### src/rtl/serial_comp_pkg.sv
// Shared definitions for the bit-serial magnitude comparator:
// FSM state encoding and the {aeb, agb, alb} one-hot result codes.
package serial_comp_pkg;

    typedef enum logic [1:0] {
        IDLE = 2'b00,
        CMP  = 2'b01,
        DONE = 2'b10
    } state_t;

    localparam logic [2:0] RES_EQ = 3'b100;
    localparam logic [2:0] RES_GT = 3'b010;
    localparam logic [2:0] RES_LT = 3'b001;

    function automatic logic [2:0] encode_result(input logic gt, input logic lt);
        if (gt)
            return RES_GT;
        else if (lt)
            return RES_LT;
        else
            return RES_EQ;
    endfunction

endpackage

### src/rtl/serial_mag_comp_cell.sv
// Combinational 1-bit comparator cell: a, b -> aeb/agb/alb.
module bit_cmp_cell (
    input  logic a,
    input  logic b,
    output logic aeb,
    output logic agb,
    output logic alb
);

    assign aeb = ~(a ^ b);
    assign agb = a & ~b;
    assign alb = ~a & b;

endmodule

### src/rtl/serial_mag_comp.sv
// Bit-serial MSB-first magnitude comparator with registered eq/gt/lt verdict.
// Optional early exit on first differing bit: SERIAL_COMP_EARLY_EXIT_EN.
module serial_mag_comp
    import serial_comp_pkg::*;
#(
    parameter  int WIDTH = 8,
    localparam int CNT_W = $clog2(WIDTH + 1)
) (
    input  logic             clk,
    input  logic             rst_n,
    input  logic             start,
    input  logic             bit_valid,
    input  logic             a_bit,
    input  logic             b_bit,
    output logic             busy,
    output logic             done,
    output logic             aeb,
    output logic             agb,
    output logic             alb,
    output logic [CNT_W-1:0] bit_cnt
);

    localparam logic [CNT_W-1:0] CNT_FULL = CNT_W'(WIDTH);

    state_t           state, state_nxt;
    logic [CNT_W-1:0] cnt_nxt;
    logic [CNT_W-1:0] cnt_inc;
    logic             gt_r, lt_r;
    logic             gt_nxt, lt_nxt;
    logic             cell_aeb, cell_agb, cell_alb;

    bit_cmp_cell u_cell (
        .a   (a_bit),
        .b   (b_bit),
        .aeb (cell_aeb),
        .agb (cell_agb),
        .alb (cell_alb)
    );

    assign cnt_inc = bit_cnt + CNT_W'(1);
    assign busy    = (state == CMP);
    assign done    = (state == DONE);

    always_comb begin
        state_nxt = state;
        cnt_nxt   = bit_cnt;
        gt_nxt    = gt_r;
        lt_nxt    = lt_r;
        unique case (state)
            IDLE: begin
                if (start) begin
                    state_nxt = CMP;
                    cnt_nxt   = '0;
                    gt_nxt    = 1'b0;
                    lt_nxt    = 1'b0;
                end
            end
            CMP: begin
                if (start) begin
                    cnt_nxt = '0;
                    gt_nxt  = 1'b0;
                    lt_nxt  = 1'b0;
                end else if (bit_valid) begin
                    cnt_nxt = cnt_inc;
                    // the first differing bit decides; flags freeze after it
                    if (!gt_r && !lt_r && !cell_aeb) begin
                        gt_nxt = cell_agb;
                        lt_nxt = cell_alb;
                    end
                    if (cnt_inc == CNT_FULL)
                        state_nxt = DONE;
`ifdef SERIAL_COMP_EARLY_EXIT_EN
                    if (!cell_aeb)
                        state_nxt = DONE;
`else
`endif
                end
            end
            DONE: begin
                if (start) begin
                    state_nxt = CMP;
                    cnt_nxt   = '0;
                    gt_nxt    = 1'b0;
                    lt_nxt    = 1'b0;
                end else begin
                    state_nxt = IDLE;
                end
            end
            default: state_nxt = IDLE;
        endcase
    end

    always_ff @(posedge clk) begin
        if (!rst_n) begin
            state   <= IDLE;
            bit_cnt <= '0;
            gt_r    <= 1'b0;
            lt_r    <= 1'b0;
            aeb     <= 1'b0;
            agb     <= 1'b0;
            alb     <= 1'b0;
        end else begin
            state   <= state_nxt;
            bit_cnt <= cnt_nxt;
            gt_r    <= gt_nxt;
            lt_r    <= lt_nxt;
            // verdict lands together with the done pulse
            if (state_nxt == DONE)
                {aeb, agb, alb} <= encode_result(gt_nxt, lt_nxt);
        end
    end

endmodule

### config.mk
export PLATFORM = sky130hd
export DESIGN_NAME = serial_mag_comp
export DESIGN_NICKNAME = d
export VERILOG_FILES = /design/src/rtl/serial_comp_pkg.sv /design/src/rtl/serial_mag_comp_cell.sv /design/src/rtl/serial_mag_comp.sv
export SDC_FILE = /design/constraint.sdc
export NUM_CORES = 1
export LEC_CHECK = 0
export CORE_AREA = 2 2 39 41
export CTS_BUF_LIST = sky130_fd_sc_hd__clkbuf_16
export DETAILED_ROUTE_END_ITERATION = 12
export DIE_AREA = 0 0 41 43
export GPL_TIMING_DRIVEN = 0
export PLACE_DENSITY = 0.83
export SYNTH_ARGS = -nofsm -noshare
export SYNTH_HDL_FRONTEND = slang
export SYNTH_SLANG_ARGS = --single-unit
### constraint.sdc
create_clock -name clk -period 2.1 [get_ports clk]
set_input_delay 0.315 -clock clk [delete_from_list [all_inputs] [get_ports clk]]
set_output_delay 0.315 -clock clk [all_outputs]
set_load 0.005 [all_outputs]
# ---- Word level (Yosys, flattened, before mapping)
# Cells that the tools add are included.
dict set report totals {
  register_bits 11
  out_inout_bits 9
  elab_cells 49
}
dict set report classes {
  add_sub_neg 1
  n_eq_ne 6
  muxes 22
  bitwise_logic 5
  n_reduce_logical 8
}
# cell count
set ops {}
lappend ops {{4-bit 2-to-1 mux} 3}
lappend ops {{1-bit 2-to-1 mux} 9}
lappend ops {{2-bit 2-to-1 mux} 4}
lappend ops {{4-bit case mux with 2 select lines} 1}
lappend ops {{3-bit 2-to-1 mux} 2}
lappend ops {{2-bit case mux with 3 select lines} 1}
lappend ops {{4-bit by 1-bit adder with 4-bit output, second input constant} 1}
lappend ops {{2-bit == test, second input constant} 2}
lappend ops {{4-bit == test, second input constant} 1}
lappend ops {{1-bit case mux with 2 select lines} 2}
lappend ops {{3-bit != test, second input constant} 1}
lappend ops {{3-bit AND reduction} 1}
lappend ops {{1-bit AND} 2}
lappend ops {{2-bit by 1-bit == test with 1-bit output, second input constant} 1}
lappend ops {{1-bit logical AND} 2}
lappend ops {{1-bit zero test} 2}
lappend ops {{2-bit zero test} 1}
lappend ops {{2-bit by 1-bit != test with 1-bit output, second input constant} 1}
lappend ops {{1-bit inverter} 2}
lappend ops {{2-bit nonzero test} 1}
lappend ops {{2-bit OR reduction} 1}
lappend ops {{1-bit XOR} 1}

# ---- Depth between registers and ports, before layout
# Gate-level depths: netlist of the first run.
dict set report depth {
  word_depth 9
  mapped_depth 6
  depth_no_buf 6
}

# ---- Cells and area by module
# A second synthesis of the first run with hierarchy kept.
dict set report hier_totals {
  hier_cells 58
  hier_area_um2 559.3
}
# mod instances cells_each area_per_inst_um2 seq_area_each_um2
set by_module_without_submodules {}
lappend by_module_without_submodules {serial_mag_comp 1 54 526.8 220.2}
lappend by_module_without_submodules {bit_cmp_cell 1 4 32.5 0.0}

# ---- Worst setup path before layout of the first run
# No wires, ideal clock.
dict set report synth_path {
  kind {in2reg}
  start {in a_bit}
  end {reg alb}
  setup_ps 92
  arrival_ps 1334
  t_required_ps 2008
  slack_ps 674
  stages 5
  n_path_buf 0
  path_cell_list {inv_1 -> ha_1 -> nor4b_1 -> a22oi_1 -> o32ai_1}
}
dict set report synth_via {
  elab_chain_len 8
  word_cells_on_any_way 15
  classes_between {mux: 10; bitwise: 4; reduce/logical: 1}
}
# element line
set synth_lines {}
lappend synth_lines {{start, declared} serial_mag_comp.sv:13} ;# input logic a_bit,
lappend synth_lines {{1-bit XOR or 1-bit inverter (tied branches)} {serial_mag_comp_cell.sv:10, serial_mag_comp_cell.sv:12}}
lappend synth_lines {{1-bit logical AND or 1-bit AND (tied branches)} {serial_mag_comp.sv:66, serial_mag_comp_cell.sv:12}}
lappend synth_lines {{1-bit 2-to-1 mux} serial_mag_comp.sv:66} ;# if (!gt_r && !lt_r && !cell_aeb) begin
lappend synth_lines {{1-bit 2-to-1 mux} serial_mag_comp.sv:63} ;# end else if (bit_valid) begin
lappend synth_lines {{1-bit 2-to-1 mux} serial_mag_comp.sv:59} ;# if (start) begin
lappend synth_lines {{1-bit case mux with 2 select lines} serial_mag_comp.sv:49} ;# unique case (state)
lappend synth_lines {{3-bit 2-to-1 mux} serial_comp_pkg.sv:18} ;# else if (lt)
lappend synth_lines {{3-bit 2-to-1 mux (*)} serial_comp_pkg.sv:16} ;# if (gt)
lappend synth_lines {{end signal, assigned} serial_mag_comp.sv:109} ;# {aeb, agb, alb} <= encode_result(gt_nxt, lt_nxt);
lappend synth_lines {{end, declared} serial_mag_comp.sv:19} ;# output logic alb,
# Mark *: on every way between the ends. The rest lies on a longest branch, timed or not.
# A chain may end at the register's enable or synchronous reset.

# ---- Worst setup path after layout of the first run
# Ends and elaborated chain as after synthesis.

==> summary.md, run 1 <==
| Metric | Value |
|---|---|
| Status | `complete, no violations` |
| Worst setup EP type | `register` |
| Drc violations | `0` |
| # Max-Cap Violations | `0` |
| Die W | `41 um` |
| Final Slew Violations | `0` |
| Worst hold path depth | `2` |
| Tightest Pin Transition | `380 ps` |
| Final nets | `93` |
| Cells after Synth | `65` |
| # hold bufs at CTS | `0` |
| Reg-to-reg critical path startpoint | `bit_cnt[0]` |
| Post-route ant nets | `0` |
| Drt first pass iters | `4` |
| Fraction of registers with async set/reset | `0%` |
| Post-layout worst setup margin | `279 ps` |
| Core area | `1380 um2` |
| Post-synth top area share | `36.0%` |
| WHS Endpoint | `alb` |
| Synthesis-stage register bit count | `11` |
| Die height | `43 um` |
| Starting Density | `44.2%` |
| R2R cell count | `4` |
| Total area of sequential cells | `220 um2` |
| Worst slack at placement | `16.2 ps` |
| Pwr dens | `713 nW/um2` |
| Fin. Hold Viols | `0` |
| DR vias | `537` |
| Vias per cell | `5.42` |
| Routability cong. | `0.714` |
| CTS tree | `done` |
| Die Area | `1760 um2` |
| Mean post-synth cell area | `9.41 um2` |
| Fin crit share | `86.7%` |
| Worst-path fanout max | `2` |
| Clock Skew | `3.32 ps` |
| # resized after CTS | `0` |
| GR met1 Demand/Resource | `20.9%` |
| Syn Nets | `74` |
| Most common cell in the netlist | `dfxtp_1` |
| Fin crit period | `1820 ps` |
| GRT overflow | `0` |
| Seq/Total Area, Yosys | `36.0%` |
| Vias in the first global route | `435` |
| Setup Fix Bufs, Post-CTS | `0` |
| Met2 GRT Util | `21.3%` |
| CTS max path bufs | `2` |
| Cell area after synthesis | `612 um2` |
| Crit path kind | `in -> reg` |
| Drt initial violations | `4` |
| Ys flop type | `dfxtp_1` |
| Combinational Power Share | `7.9%` |
| Clk sinks | `11` |
| Rows | `14` |
| RSZ-0062 raised after global routing | `false` |
| Reg2Reg Setup Slack | `670 ps` |
| Pint | `0.000488 W` |
| Drt total wl | `1210 um` |
| Hold path start | `alb` |
| Reg2reg end | `alb` |
| Number of synthesized flops with an enable pin | `0` |
| Sw frac | `19.5%` |
| Startpoint Class | `input pin` |
| Switch Pwr | `0.000118 W` |
| Final HPWL DP | `834 um` |
| Top cell type by total area after synthesis | `dfxtp_1` |
| Clk pwr share | `56.6%` |
| Largest net degree at the start of global routing | `11` |
| Most instantiated cells after synthesis | `dfxtp_1, nand2_1, a21oi_1, nor2b_1, inv_1` |
| VDD IR max | `0.000465 V` |
| Worst EP required | `2240 ps` |
| Fillers | `117` |
| Final TNS setup | `0 ps` |
| Endpoints failing setup | `0` |
| Critical Path AT | `1960 ps` |
| Initial antenna violation count | `0` |
| LEAKAGE | `0.394 nW` |
| First-pass GRT wire length | `1850 um` |
| Top cells by area, synth | `dfxtp_1, ha_1, nor2b_1` |
| IO Count | `15` |
| Multi-input gate area | `357 um2` |
| Area Growth Syn to Fin | `39.1%` |
| Avg WL per Cell | `12.2 um` |
| Yosys cell types | `31` |
| Diode count | `0` |
| YS warnings | `0` |
| Grt met3 use | `4.71%` |
| Reg clk slew, reported paths | `40 ps` |
| Clock Latency Late Sink | `240 ps` |
| Layer with the highest usage | `met2` |
| Gr usage total | `16.3%` |
| IO buf count | `14` |
| CTS buffer count | `3` |
| CTS H-Tree Depth | `1` |
| Fmax | `0.549 GHz` |
| Root Buffer | `clkbuf_16` |
| HP Class | `reg -> reg` |
| Core Util, Final | `61.5%` |
| Proportion of layout cells with a drive suffix above 1 | `10.8%` |
| Flop pwr share | `35.5%` |
| Worst relative slew slack | `74.3%` |
-- cell type report --
cell class              count  area share (%)
multi-input cells          47            41.9
clock inverters             1           0.441
clock buffers               3            8.82
well taps                  16            2.35
plain buffers               3            2.35
flip-flops and latches     11            25.9
inverters                   4            1.76
repair buffers             14            16.5
-- cells by family (layout without fill, tap and decap cells) --
group | Yosys count | in the layout | synth area share [%]
and+or+nand+nor | 23 | 23 | 22.5
muxes | 1 | 1 | 1.64
buffers and inverters | 7 | 25 | 5.72
AOI/OAI and AO/OA | 20 | 20 | 28.0
adders and majority gates | 3 | 3 | 6.14
DFF | 11 | 11 | 36.0
-- metal layers --
metal,vias up,share of wire [%]
li1,275,-
met2,10,45
met1,247,47
met3,5,3.8
met4,0,4.1
met5,-,0
-- how the worst max path moves through the flow --
stage           from  end  slack (ps)  cells after the start
2_1_floorplan  a_bit  alb         670                      5
6_report       a_bit  alb         280                      6
4_1_cts        a_bit  alb         270                      6
5_1_grt        a_bit  alb         120                      6
3_5_place_dp   a_bit  alb          20                      6
3_3_place_gp   a_bit  alb          80                      6
-- power by group through the flow --
stage | clock (W) | combinational (W) | sequential [W]
finish | 0.000344 | 0.0000479 | 0.000215
global route | 0.000360 | 0.0000534 | 0.000215
CTS | 0.000348 | 0.0000481 | 0.000215
detailed placement | 0 | 0.0000475 | 0.000218
global placement | 0 | 0.0000465 | 0.000218
floorplan | 0 | 0.0000268 | 0.000218
-- critical path, stage by stage --
cell and delay, ps:
clkdlybuf4s50_1 480, inv_1 50, ha_1 300, nor4b_1 360, a22oi_1 190, o32ai_1 290
-- flip-flops by register name, indices dropped and copies added, names as in the netlist --
register / cells
gt_r: 1
lt_r: 1
bit_cnt: 4
state: 2
aeb: 1
alb: 1
agb: 1
-- through the flow --
| step | power [W] | area [um2] | hold WS (ps) | cells |
|---|---|---|---|---|
| final | 0.000607 | 851 | 473 | 99 |
| after global routing | 0.000629 | 851 | 498 | 99 |
| after CTS | 0.000611 | 851 | 481 | 99 |
| after detailed placement | 0.000266 | 772 | 475 | 95 |
| after global placement | 0.000265 | 772 | 469 | 95 |
| after floorplan | 0.000245 | 612 | 458 | 65 |
-- placed cells by master, fill, tap and decap left out, drive strengths merged --
| cell type | netlist | final |
|---|---|---|
| a21bo | 1 | 1 |
| a21boi | 2 | 2 |
| a21o | 1 | 1 |
| a21oi | 5 | 5 |
| a221o | 1 | 1 |
| a22o | 1 | 1 |
| a22oi | 2 | 2 |
| a41o | 1 | 1 |
| and2 | 1 | 1 |
| and2b | 1 | 1 |
| and3b | 1 | 1 |
| and4bb | 1 | 1 |
| buf | 2 | 2 |
| clkbuf | 1 | 4 |
| clkdlybuf4s50 | 0 | 14 |
| dfxtp | 11 | 11 |
| ha | 3 | 3 |
| inv | 4 | 5 |
| mux2i | 1 | 1 |
| nand2 | 7 | 7 |
| nand3 | 2 | 2 |
| nand4 | 1 | 1 |
| nor2 | 1 | 1 |
| nor2b | 5 | 5 |
| nor3b | 1 | 1 |
| nor4b | 2 | 2 |
| o2111a | 1 | 1 |
| o211a | 1 | 1 |
| o21ai | 2 | 2 |
| o22ai | 1 | 1 |
| o32ai | 1 | 1 |
No activity file was read; power rests on OpenSTA's default activity.
==> run 2: changes to the inputs <==
- HOLD_SLACK_MARGIN: default -> 0.05
==> results of run 2 <==
Same layout as run 1: the final DEF is identical, and so are final timing and power.
==> run 3: changes to the inputs <==
- PLACE_DENSITY: 0.83 -> 0.87
==> run 3 against run 2 <==
Global-route usage is 1.6 points higher. Critical path depth stayed put. Clock skew is 2.1 ps lower. Final cell count stayed put. Maximum frequency is 1.5% lower. Combinational power is 2% higher. Clock-buffer cell count stayed put. Sequential cell count stayed put. Critical endpoint unchanged.
==> summary.md, run 3 (synthesis results as in run 1) <==
| Metric | Value |
|---|---|
| Final nets | `93 (unchanged)` |
| Reg clk slew, reported paths | `40 ps (about the same)` |
| Core area | `1380 um2 (unchanged)` |
| CTS max path bufs | `2 (unchanged)` |
| Clock Skew | `1.19 ps (was 3.32 ps)` |
| Status | `complete, no violations (unchanged)` |
| IO Count | `15 (unchanged)` |
| Endpoints failing setup | `0 (unchanged)` |
| Pwr dens | `715 nW/um2 (was 713 nW/um2)` |
| First-pass GRT wire length | `2100 um (was 1850 um)` |
| Critical Path AT | `1990 ps (was 1960 ps)` |
| Fin. Hold Viols | `0 (unchanged)` |
| Gr usage total | `17.9% (was 16.3%)` |
| RSZ-0062 raised after global routing | `false (unchanged)` |
| Drc violations | `0 (unchanged)` |
| Worst-path fanout max | `2 (unchanged)` |
| Fin crit period | `1850 ps (was 1820 ps)` |
| Worst setup EP type | `register (unchanged)` |
| Area Growth Syn to Fin | `39.1% (unchanged)` |
| # hold bufs at CTS | `0 (unchanged)` |
| Fin Hold WS | `489 ps (was 473 ps)` |
| Root Buffer | `clkbuf_16 (unchanged)` |
| R2R cell count | `4 (unchanged)` |
| Fmax | `0.541 GHz (was 0.549 GHz)` |
| Core Util, Final | `61.5% (unchanged)` |
| Clk sinks | `11 (unchanged)` |
| Most common cell after layout, fill and taps aside | `clkdlybuf4s50_1 (unchanged)` |
| Die Area | `1760 um2 (unchanged)` |
| Final TNS setup | `0 ps (unchanged)` |
| Final Slew Violations | `0 (unchanged)` |
| IO buf count | `14 (unchanged)` |
| Worst EP required | `2240 ps (about the same)` |
| LEAKAGE | `0.394 nW (unchanged)` |
| Starting Density | `44.2% (unchanged)` |
| Max stage delay on crit path | `480 ps (about the same)` |
| Die height | `43 um (unchanged)` |
| Drt first pass iters | `4 (unchanged)` |
| Routability cong. | `0.720 (was 0.714)` |
| CTS buffer count | `3 (unchanged)` |
| Crit path kind | `in -> reg (unchanged)` |
| Rows | `14 (unchanged)` |
| Startpoint Class | `input pin (unchanged)` |
| Final HPWL DP | `965 um (was 834 um)` |
| Reg with most FFs | `bit_cnt (unchanged)` |
| Tightest Pin Transition | `375 ps (was 380 ps)` |
| CP Cell Sequence | `clkdlybuf4s50_1, inv_1, ha_1, nor4b_1, a22oi_1, o32ai_1 (unchanged)` |
| DR vias | `542 (was 537)` |
| Setup Fix Bufs, Post-CTS | `0 (unchanged)` |
| Drt initial violations | `25 (was 4)` |
| Proportion of layout cells with a drive suffix above 1 | `10.8% (unchanged)` |
| Avg WL per Cell | `14.4 um (was 12.2 um)` |
| Fin crit share | `88.0% (was 86.7%)` |
| GRT overflow | `0 (unchanged)` |
| # Max-Cap Violations | `0 (unchanged)` |
| Commonest cells after routing, fill and taps aside | `clkdlybuf4s50_1, dfxtp_1, nand2_1 (unchanged)` |
| CTS H-Tree Depth | `1 (unchanged)` |
| Vias per cell | `5.47 (was 5.42)` |
| Post-route ant nets | `0 (unchanged)` |
| Clock Latency Late Sink | `240 ps (about the same)` |
| Worst hold path depth | `2 (unchanged)` |
| Slowest-stage cell, CP | `clkdlybuf4s50_1 (unchanged)` |
| Largest net degree at the start of global routing | `11 (unchanged)` |
| Die W | `41 um (unchanged)` |
| # resized after CTS | `0 (unchanged)` |
| Largest register FFs | `4 (unchanged)` |
| VDD IR max | `0.000474 V (was 0.000465 V)` |
| Largest regs | `bit_cnt x4, state x2 (unchanged)` |
| Diode count | `0 (unchanged)` |
| Initial antenna violation count | `0 (unchanged)` |
| Worst relative slew slack | `74.6% (was 74.3%)` |
| HP Class | `reg -> reg (unchanged)` |
| Vias in the first global route | `509 (was 435)` |
| CTS tree | `done (unchanged)` |
| Drt total wl | `1430 um (was 1210 um)` |
[run 3: critical path: cells and delay by family]
kind | cells | cell delay [ps]
AOI/OAI and AO/OA | 2 | 490
adders and majority gates | 1 | 300
buffers and inverters | 2 | 530
and+or+nand+nor | 1 | 350
[run 3: through the flow]
stage	setup WS [ps]	cell area, um2	power (W)	cells
floorplan	674	612	0.000245	65
global placement	84.0	772	0.000265	95
detailed placement	-1.80	772	0.000267	95
CTS	245	851	0.000613	99
global route	146	851	0.000625	99
finish	251	851	0.000609	99
[run 3: final timing paths]
path               from  end  slack [ps]
max               a_bit  alb         250
min                 aeb  aeb         490
max reg2reg  bit_cnt[3]  alb         580
min reg2reg         aeb  aeb         490
[run 3: power breakdown]
group | internal [W] | switching, W
sequential | 0.000212 | 0.00000263
combinational | 0.0000260 | 0.0000228
clock | 0.000250 | 0.0000947
[run 3: cell type report]
cell class / instances / area [um2]
plain buffers: 3 / 20.0
clock buffers: 3 / 75.1
clock inverters: 1 / 3.75
fillers: 125 / 533
inverters: 4 / 15.0
multi-input cells: 47 / 357
flip-flops and latches: 11 / 220
well taps: 16 / 20.0
repair buffers: 14 / 140
[run 3: metal layers]
metal,track usage (%),up-vias,wire (um)
li1,-,274,-
met5,0,-,0
met3,6.28,0,90
met4,8.00,0,0
met2,28.4,17,705
met1,20.4,251,633
